### src/rtl/fifo_rd_stream.sv
// rtl/fifo_rd_stream.sv - FIFO read-side drain into a 2-entry skid buffered stream with burst framing
// Pops never depend on out_ready; the skid buffer absorbs the one word in flight when backpressure hits.
module fifo_rd_stream #(
  parameter int DATA_SIZE = 8,
  parameter int BURST_LEN = 16,
  parameter int CNT_SIZE  = 16
) (
  input  logic                 rd_clk,
  input  logic                 rd_rst_n,
  input  logic                 fifo_empty,
  input  logic [DATA_SIZE-1:0] fifo_rd_data,
  output logic                 fifo_rd_en,
  input  logic                 hold,
  output logic                 out_valid,
  input  logic                 out_ready,
  output logic [DATA_SIZE-1:0] out_data,
  output logic                 out_last,
  output logic [CNT_SIZE-1:0]  xfer_count,
  output logic                 burst_done
);

  localparam int IDX_W = (BURST_LEN > 1) ? $clog2(BURST_LEN) : 1;
  localparam logic [IDX_W-1:0] IDX_MAX = IDX_W'(BURST_LEN - 1);

  typedef enum logic [1:0] {S0, S1, S2} state_t;

  state_t               state;
  logic [DATA_SIZE-1:0] head_data;
  logic [DATA_SIZE-1:0] tail_data;
  logic                 head_last;
  logic                 tail_last;
  logic [IDX_W-1:0]     pop_idx;
  logic                 pop;
  logic                 accept;
  logic                 pop_last;

  // Reset gates the pop so the FIFO is never drained while we are held in reset.
  assign pop        = rd_rst_n & ~fifo_empty & ~hold & (state != S2);
  assign fifo_rd_en = pop;
  assign out_valid  = (state != S0);
  assign accept     = out_valid & out_ready;
  assign out_data   = head_data;
  assign out_last   = head_last & out_valid;
  assign pop_last   = (pop_idx == IDX_MAX);

  always_ff @(posedge rd_clk or negedge rd_rst_n) begin
    if (!rd_rst_n) begin
      state      <= S0;
      head_data  <= '0;
      head_last  <= 1'b0;
      tail_data  <= '0;
      tail_last  <= 1'b0;
      pop_idx    <= '0;
      xfer_count <= '0;
      burst_done <= 1'b0;
    end else begin
      if (pop) begin
        pop_idx <= pop_last ? '0 : pop_idx + IDX_W'(1);
      end
      if (accept) begin
        xfer_count <= xfer_count + CNT_SIZE'(1);
      end
      burst_done <= accept & out_last;

      case (state)
        S0: begin
          if (pop) begin
            head_data <= fifo_rd_data;
            head_last <= pop_last;
            state     <= S1;
          end
        end
        S1: begin
          if (pop && !accept) begin
            tail_data <= fifo_rd_data;
            tail_last <= pop_last;
            state     <= S2;
          end else if (pop && accept) begin
            head_data <= fifo_rd_data;
            head_last <= pop_last;
          end else if (accept) begin
            state <= S0;
          end
        end
        S2: begin
          if (accept) begin
            head_data <= tail_data;
            head_last <= tail_last;
            state     <= S1;
          end
        end
        default: state <= S0;
      endcase
    end
  end

endmodule
### config.mk
export PLATFORM = sky130hd
export DESIGN_NAME = fifo_rd_stream
export DESIGN_NICKNAME = d
export VERILOG_FILES = /design/src/rtl/fifo_rd_stream.sv
export SDC_FILE = /design/constraint.sdc
export NUM_CORES = 1
export LEC_CHECK = 0
export BUFFER_PORTS_ARGS = -buffer_cell sky130_fd_sc_hd__buf_2
export CORE_UTILIZATION = 46
export CTS_CLUSTER_SIZE = 16
export DETAILED_ROUTE_END_ITERATION = 12
export PLACE_DENSITY = 0.72
export SYNTH_ARGS = -nofsm -noshare
export SYNTH_HDL_FRONTEND = slang
export SYNTH_SLANG_ARGS = --single-unit
### constraint.sdc
create_clock -name rd_clk -period 1.6 [get_ports rd_clk]
set_clock_uncertainty 0.05 [all_clocks]
set_input_delay 0.24 -clock rd_clk [delete_from_list [all_inputs] [get_ports rd_clk]]
set_output_delay 0.24 -clock rd_clk [all_outputs]
set_load 0.01 [all_outputs]
==> impl_metrics.ini, run 1 <==
[critical_path]
cp_slowest_cell = dfrtp_2
crit_family = flip-flops
path_cells = buf_6 > or2_4 > and2_4 > buf_6
crit_type = reg -> out
cp.arrival_ns = 1.34
critPathLaunchType = flop
cp.buffers_inverters = 2
critical_path.max_stage_delay_ns = 0.45
crit_top_cell = buf_6
cp-end-kind = output pin
required_ns = 1.31
crit_fanout = 4

[pwr]
ir_drop_mv = 1.03
leakage_nw = 1.15
cellPowerDensity_nw_per_um2 = 1270

[logic_synthesis]
syn_area_per_cell_um2 = 11.5
syn_inst = 160
async_flop_share_pct = 100
ys_ff_latch = 41
synthFlopType = dfrtp_1
synth_edf_count = 0
synthTopCellsByArea = dfrtp_1 (56%), xnor2_1 (6.7%), mux2_4 (5.7%)
netlist_area_um2 = 1840
synth-seq-area-share_pct = 55.8
ys_types = 34
syn_nets = 175
synth_top_area_cell = dfrtp_1
synth_top_area_share_pct = 55.8
ys_warn_count = 0

[floorplanning]
die_w_um = 65.2
ios = 41
rows = 22
fp.dieH_um = 65.2
dieArea_um2 = 4250
core_um2 = 3740
start_util_pct = 49.1

[outcome]
status = complete, but fails checks
violations = negative setup slack

[routing]
wl_met2_mm = 1.89
drt-pass1-iter-count = 4
drt_drc_violations_left = 0
highest_layer = met4
via_per_inst = 5.13
wl_met1_mm = 1.69
routed_wl_mm = 3.73
ant_nets = 0
wl_per_cell_um = 13.9
dr.first_iter.drc_count = 53
dr_wl_met3_um = 117
dr_total_vias = 1375

[placement]
dpl-instance-area_um2 = 2150
port_buffers = 40
dp.cells = 254
finalWeightedCongestion = 0.781
hpwl_mm = 2.66
place_ws_ns = -0.0890

[clocking]
cts_root_buf = clkbuf_8
cts_made_buffers = 5
cts_buffer_depth = 2
htreeDepth = 2
cts_tree = built
clk_pin_slew_ns = 0.08
clock_sinks = 41
clkLatencyLatePin_ns = 0.29

[grt]
grt_pass1_vias = 1454
grtUsageTotal_pct = 19.7
grt_pass1_wl_mm = 6.44
antenna_found_initial = 0
grt_max_degree = 22
grt_overflow = 0

[timing]
max_freq_mhz = 615
rsz0062_at_grt = yes
finalCritPeriodShare_pct = 102
fin_ws_ns = -0.0258
fin_tns_setup_ns = -0.0258
setup_viol = 1
hold_viol_final = 0
min_period_ns = 1.63
relSlewSlack_pct = 40.3
worst_pin_slew_ns = 0.893
slew_viol_final = 0

[hold_path]
hold_path.class = in -> reg

[layout]
drive_above_1_share_pct = 37.3
area_growth_pct = 28.0
diodes = 0
fin_util_pct = 62.9
finalNetCount = 234
fin_cells = 268
final_cell_mix = dfrtp_1 (39), buf_2 (39), buf_4 (15), xnor2_1 (14)
finalInstanceArea_um2 = 2350

[flow_run]
maxCapViolations = 0
## Yosys cell counts (3+ instances only)
cell,n
nand3_1,7
o21ai_0,4
mux2_4,7
dfrtp_1,41
nor2_1,14
a21oi_1,13
xnor2_1,14
nand2_1,12
inv_1,3
nand4_1,6
mux2i_1,8
## flip-flops by register name, summed over array words and instances (netlist names)
register	flops
head_last	1
tail_data	8
tail_last	1
out_data	8
pop_idx	4
state	2
xfer_count	16
burst_done	1
## what timing repair did
action / CTS / global route
resized for setup: 6 / 6
endpoints found under the hold margin: 22 / 0
setup buffers: 2 / 2
hold buffers: 2 / 0
endpoints found under the setup margin: 3 / 20
pin swaps: 3 / 1
## worst reg2reg max path: stages (launching register included)
cell and delay [ns]:
dfrtp_2 0.45, buf_4 0.14, or3_4 0.48, mux2_4 0.32
## report_power, final
part           internal (W)  switching (W)  total (W)
Combinational      0.000352       0.000313   0.000665
Clock              0.000509       0.000343   0.000851
Sequential          0.00127       0.000194    0.00146
Total               0.00213       0.000850    0.00298
## area by class of cell
cell class	count	area [um2]
clock buffers	7	86.3
clock inverters	1	30.0
fillers	324	1390
inverters	3	11.3
multi-input cells	110	787
flip-flops and latches	41	1030
well taps	48	60.1
repair buffers	58	350
## cell families (layout without fill, tap and decap cells)
| group | after synthesis | count (layout) | synth area share [%] |
|---|---|---|---|
| compound gates | 21 | 21 | 6.26 |
| xor+xnor | 16 | 16 | 7.62 |
| simple gates | 54 | 54 | 15.2 |
| buf+inv | 9 | 69 | 2.52 |
| flops | 41 | 41 | 55.8 |
| fa+ha+maj | 2 | 2 | 1.36 |
| mux | 17 | 17 | 11.3 |
## per-stage QoR
step | hold WS (ns) | total power (W)
finish | 0.153 | 0.00298
global route | 0.152 | 0.00314
CTS | 0.143 | 0.00300
detailed placement | 0.227 | 0.00211
global placement | 0.201 | 0.00207
floorplan | -0.106 | 0.00182
## path summary, 6_finish.rpt
path | slack (ns) | depth (start not counted) | from | end
worst max-delay path | -0.03 | 4 | state[1] | out_last
worst min-delay path | 0.15 | 2 | fifo_rd_data[2] | tail_data[2]
worst max register to register | 0.04 | 3 | state[1] | tail_data[2]
worst min register to register | 0.44 | 1 | xfer_count[15] | xfer_count[15]
max in group asynchronous | 0.27 | 3 | rd_rst_n | pop_idx[1]
min in group asynchronous | 0.53 | 4 | rd_rst_n | tail_data[4]
## routing by layer
| layer | vias up | GRT usage (%) |
|---|---|---|
| met1 | 677 | 24.8 |
| met3 | 4 | 4.69 |
| met5 | - | 0 |
| met2 | 21 | 34.4 |
| met4 | 0 | 4.08 |
| li1 | 673 | - |
(Power assumes the default switching activity.)
==> run 2: changes to the inputs <==
Settings changed: CORE_UTILIZATION 46 to 40, PLACE_DENSITY 0.72 to not set.
==> run 2 against run 1 <==
Compared with the run above: the flow now finishes without violations; worst hold slack got worse by 0.014 ns; global-route usage fell by 2.7 points; power fell by 0.30%; sequential power barely moved; clock-buffer cell count did not move; critical path depth fell by 1; routed wire length rose by 0.54%; clock power rose by 2%; worst setup slack improved by 0.053 ns; utilization fell by 11 points; sequential cell count did not move; critical path type is now reg -> reg; largest power group unchanged.
==> impl_metrics.ini, run 2 (synthesized netlist as in run 1, its figures left out) <==
[hold_path]
hold_path.class = in -> reg
whs_path_depth = 2
hold_start = fifo_rd_data[5]
hold_end = tail_data[5]

[layout]
diodes = 0
drive_above_1_share_pct = 34.1
finalNetCount = 228
final_cell_mix = buf_2 (40), dfrtp_1 (39), xnor2_1 (14), nor2_1 (14), a21oi_1 (13)
fillers = 390
area_growth_pct = 24.8
largest_register_ff_count = 16
finalInstanceArea_um2 = 2290
final_common_cell = buf_2
top_register = xfer_count

[pwr]
pwr-share-comb_pct = 21.8
pwr-share-clk_pct = 29.2
p_sw_share_pct = 28.8
p_int_w = 0.00211
power.switching_w = 0.000857
cellPowerDensity_nw_per_um2 = 1290
leakage_nw = 1.11
ir_drop_mv = 0.576
sequentialPowerShare_pct = 49.0

[critical_path]
ff2ff_setup_slack_ns = 0.03
required_ns = 1.73
timing.rr.end = tail_data[6]
r2r_cells = 3
cp-end-kind = flop
crit_fanout = 11
cp.arrival_ns = 1.70
critPathLaunchType = flop
crit_start = state[1]
crit_type = reg -> reg
r2r-start = state[1]

[timing]
max_freq_mhz = 636
whs_ns = 0.138
min_period_ns = 1.57
setup_viol = 0
worst_pin_slew_ns = 0.471
finalCritPeriodShare_pct = 98.3
relSlewSlack_pct = 68.6
slew_viol_final = 0
hold_viol_final = 0
rsz0062_at_grt = no

[floorplanning]
start_util_pct = 42.0
dieArea_um2 = 4870
ios = 41
die_w_um = 69.8
fp.dieH_um = 69.8
rows = 24
core_um2 = 4380

[clocking]
clock_sinks = 41
cts_root_buf = clkbuf_8
htreeDepth = 2
cts_tree = built
clk_pin_slew_ns = 0.08
cts_made_buffers = 5
clkLatencyLatePin_ns = 0.29
cts_buffer_depth = 2

[routing]
dr.first_iter.drc_count = 64
ant_nets = 0
drt-pass1-iter-count = 4
drt_drc_violations_left = 0
wl_per_cell_um = 14.1
routed_wl_mm = 3.75
via_per_inst = 5.22
dr_total_vias = 1388

[outcome]
status = finished clean

[placement]
finalWeightedCongestion = 0.765
hpwl_mm = 2.61
dpl-instance-area_um2 = 2130
port_buffers = 40

[grt]
antenna_found_initial = 0
grt_pass1_vias = 1390
grt_pass1_wl_mm = 6.56
grt_overflow = 0
grtUsageTotal_pct = 17.0
grt_max_degree = 38

[flow_run]
maxCapViolations = 0
==> run 2: cell type report <==
cell class / instances / area [um2] / share of cell area [%]
clock buffer: 7 / 86.3 / 3.76
tap: 52 / 65.1 / 2.84
timing repair buffer: 52 / 295 / 12.9
inverter: 3 / 11.3 / 0.491
multi-input combinational: 110 / 778 / 33.9
clock inverter: 1 / 30.0 / 1.31
sequential: 41 / 1030 / 44.8
==> run 2: worst max path at each step <==
| stage | to | slack [ns] | depth (start not counted) |
|---|---|---|---|
| global placement | tail_data[6] | -0.1 | 4 |
| detailed placement | pop_idx[3] | -0.10 | 6 |
| floorplan | tail_data[1] | 0.03 | 4 |
| global route | fifo_rd_en | 0.006 | 4 |
| finish | tail_data[6] | 0.03 | 3 |
| CTS | tail_data[6] | 0.03 | 3 |
==> run 2: power by group through the flow <==
stage | sequential [W] | clock [W] | combinational (W)
5_1_grt | 0.00149 | 0.000942 | 0.000722
4_1_cts | 0.00145 | 0.000887 | 0.000659
3_5_place_dp | 0.00147 | 0 | 0.000637
6_report | 0.00145 | 0.000868 | 0.000648
2_1_floorplan | 0.00150 | 0 | 0.000322
3_3_place_gp | 0.00145 | 0 | 0.000612
==> run 2: what timing repair did <==
action / CTS / global route
resized for setup: 5 / 1
hold endpoints to repair: 41 / 0
endpoints found under the setup margin: 2 / 1
setup buffers: 2 / 0
hold buffers: 2 / 0
cloned: 0 / 0
==> run 2: worst max-delay path: stages, from the launching register on <==
cell	delay, ns
dfrtp_2	0.44
buf_4	0.16
or3_4	0.49
mux2_4	0.33
==> run 2: metal layers <==
layer,track usage (%),wire length [um],up-vias
met5,0,0,-
met4,5.78,34,0
li1,-,-,656
met2,27.6,1840,23
met1,21.4,1720,705
met3,5.52,157,4
==> run 2: per-stage QoR <==
| stage | instances | setup slack [ns] | util [%] | power [W] | setup TNS (ns) |
|---|---|---|---|---|---|
| floorplan | 160 | 0.0283 | - | 0.00182 | 0 |
| global placement | 254 | -0.0972 | 48.6 | 0.00207 | -0.830 |
| detailed placement | 254 | -0.103 | 48.6 | 0.00211 | -1.31 |
| CTS | 266 | 0.0331 | 52.3 | 0.00300 | 0 |
| global route | 266 | 0.00632 | 52.3 | 0.00315 | 0 |
| finish | 266 | 0.0269 | 52.3 | 0.00297 | 0 |
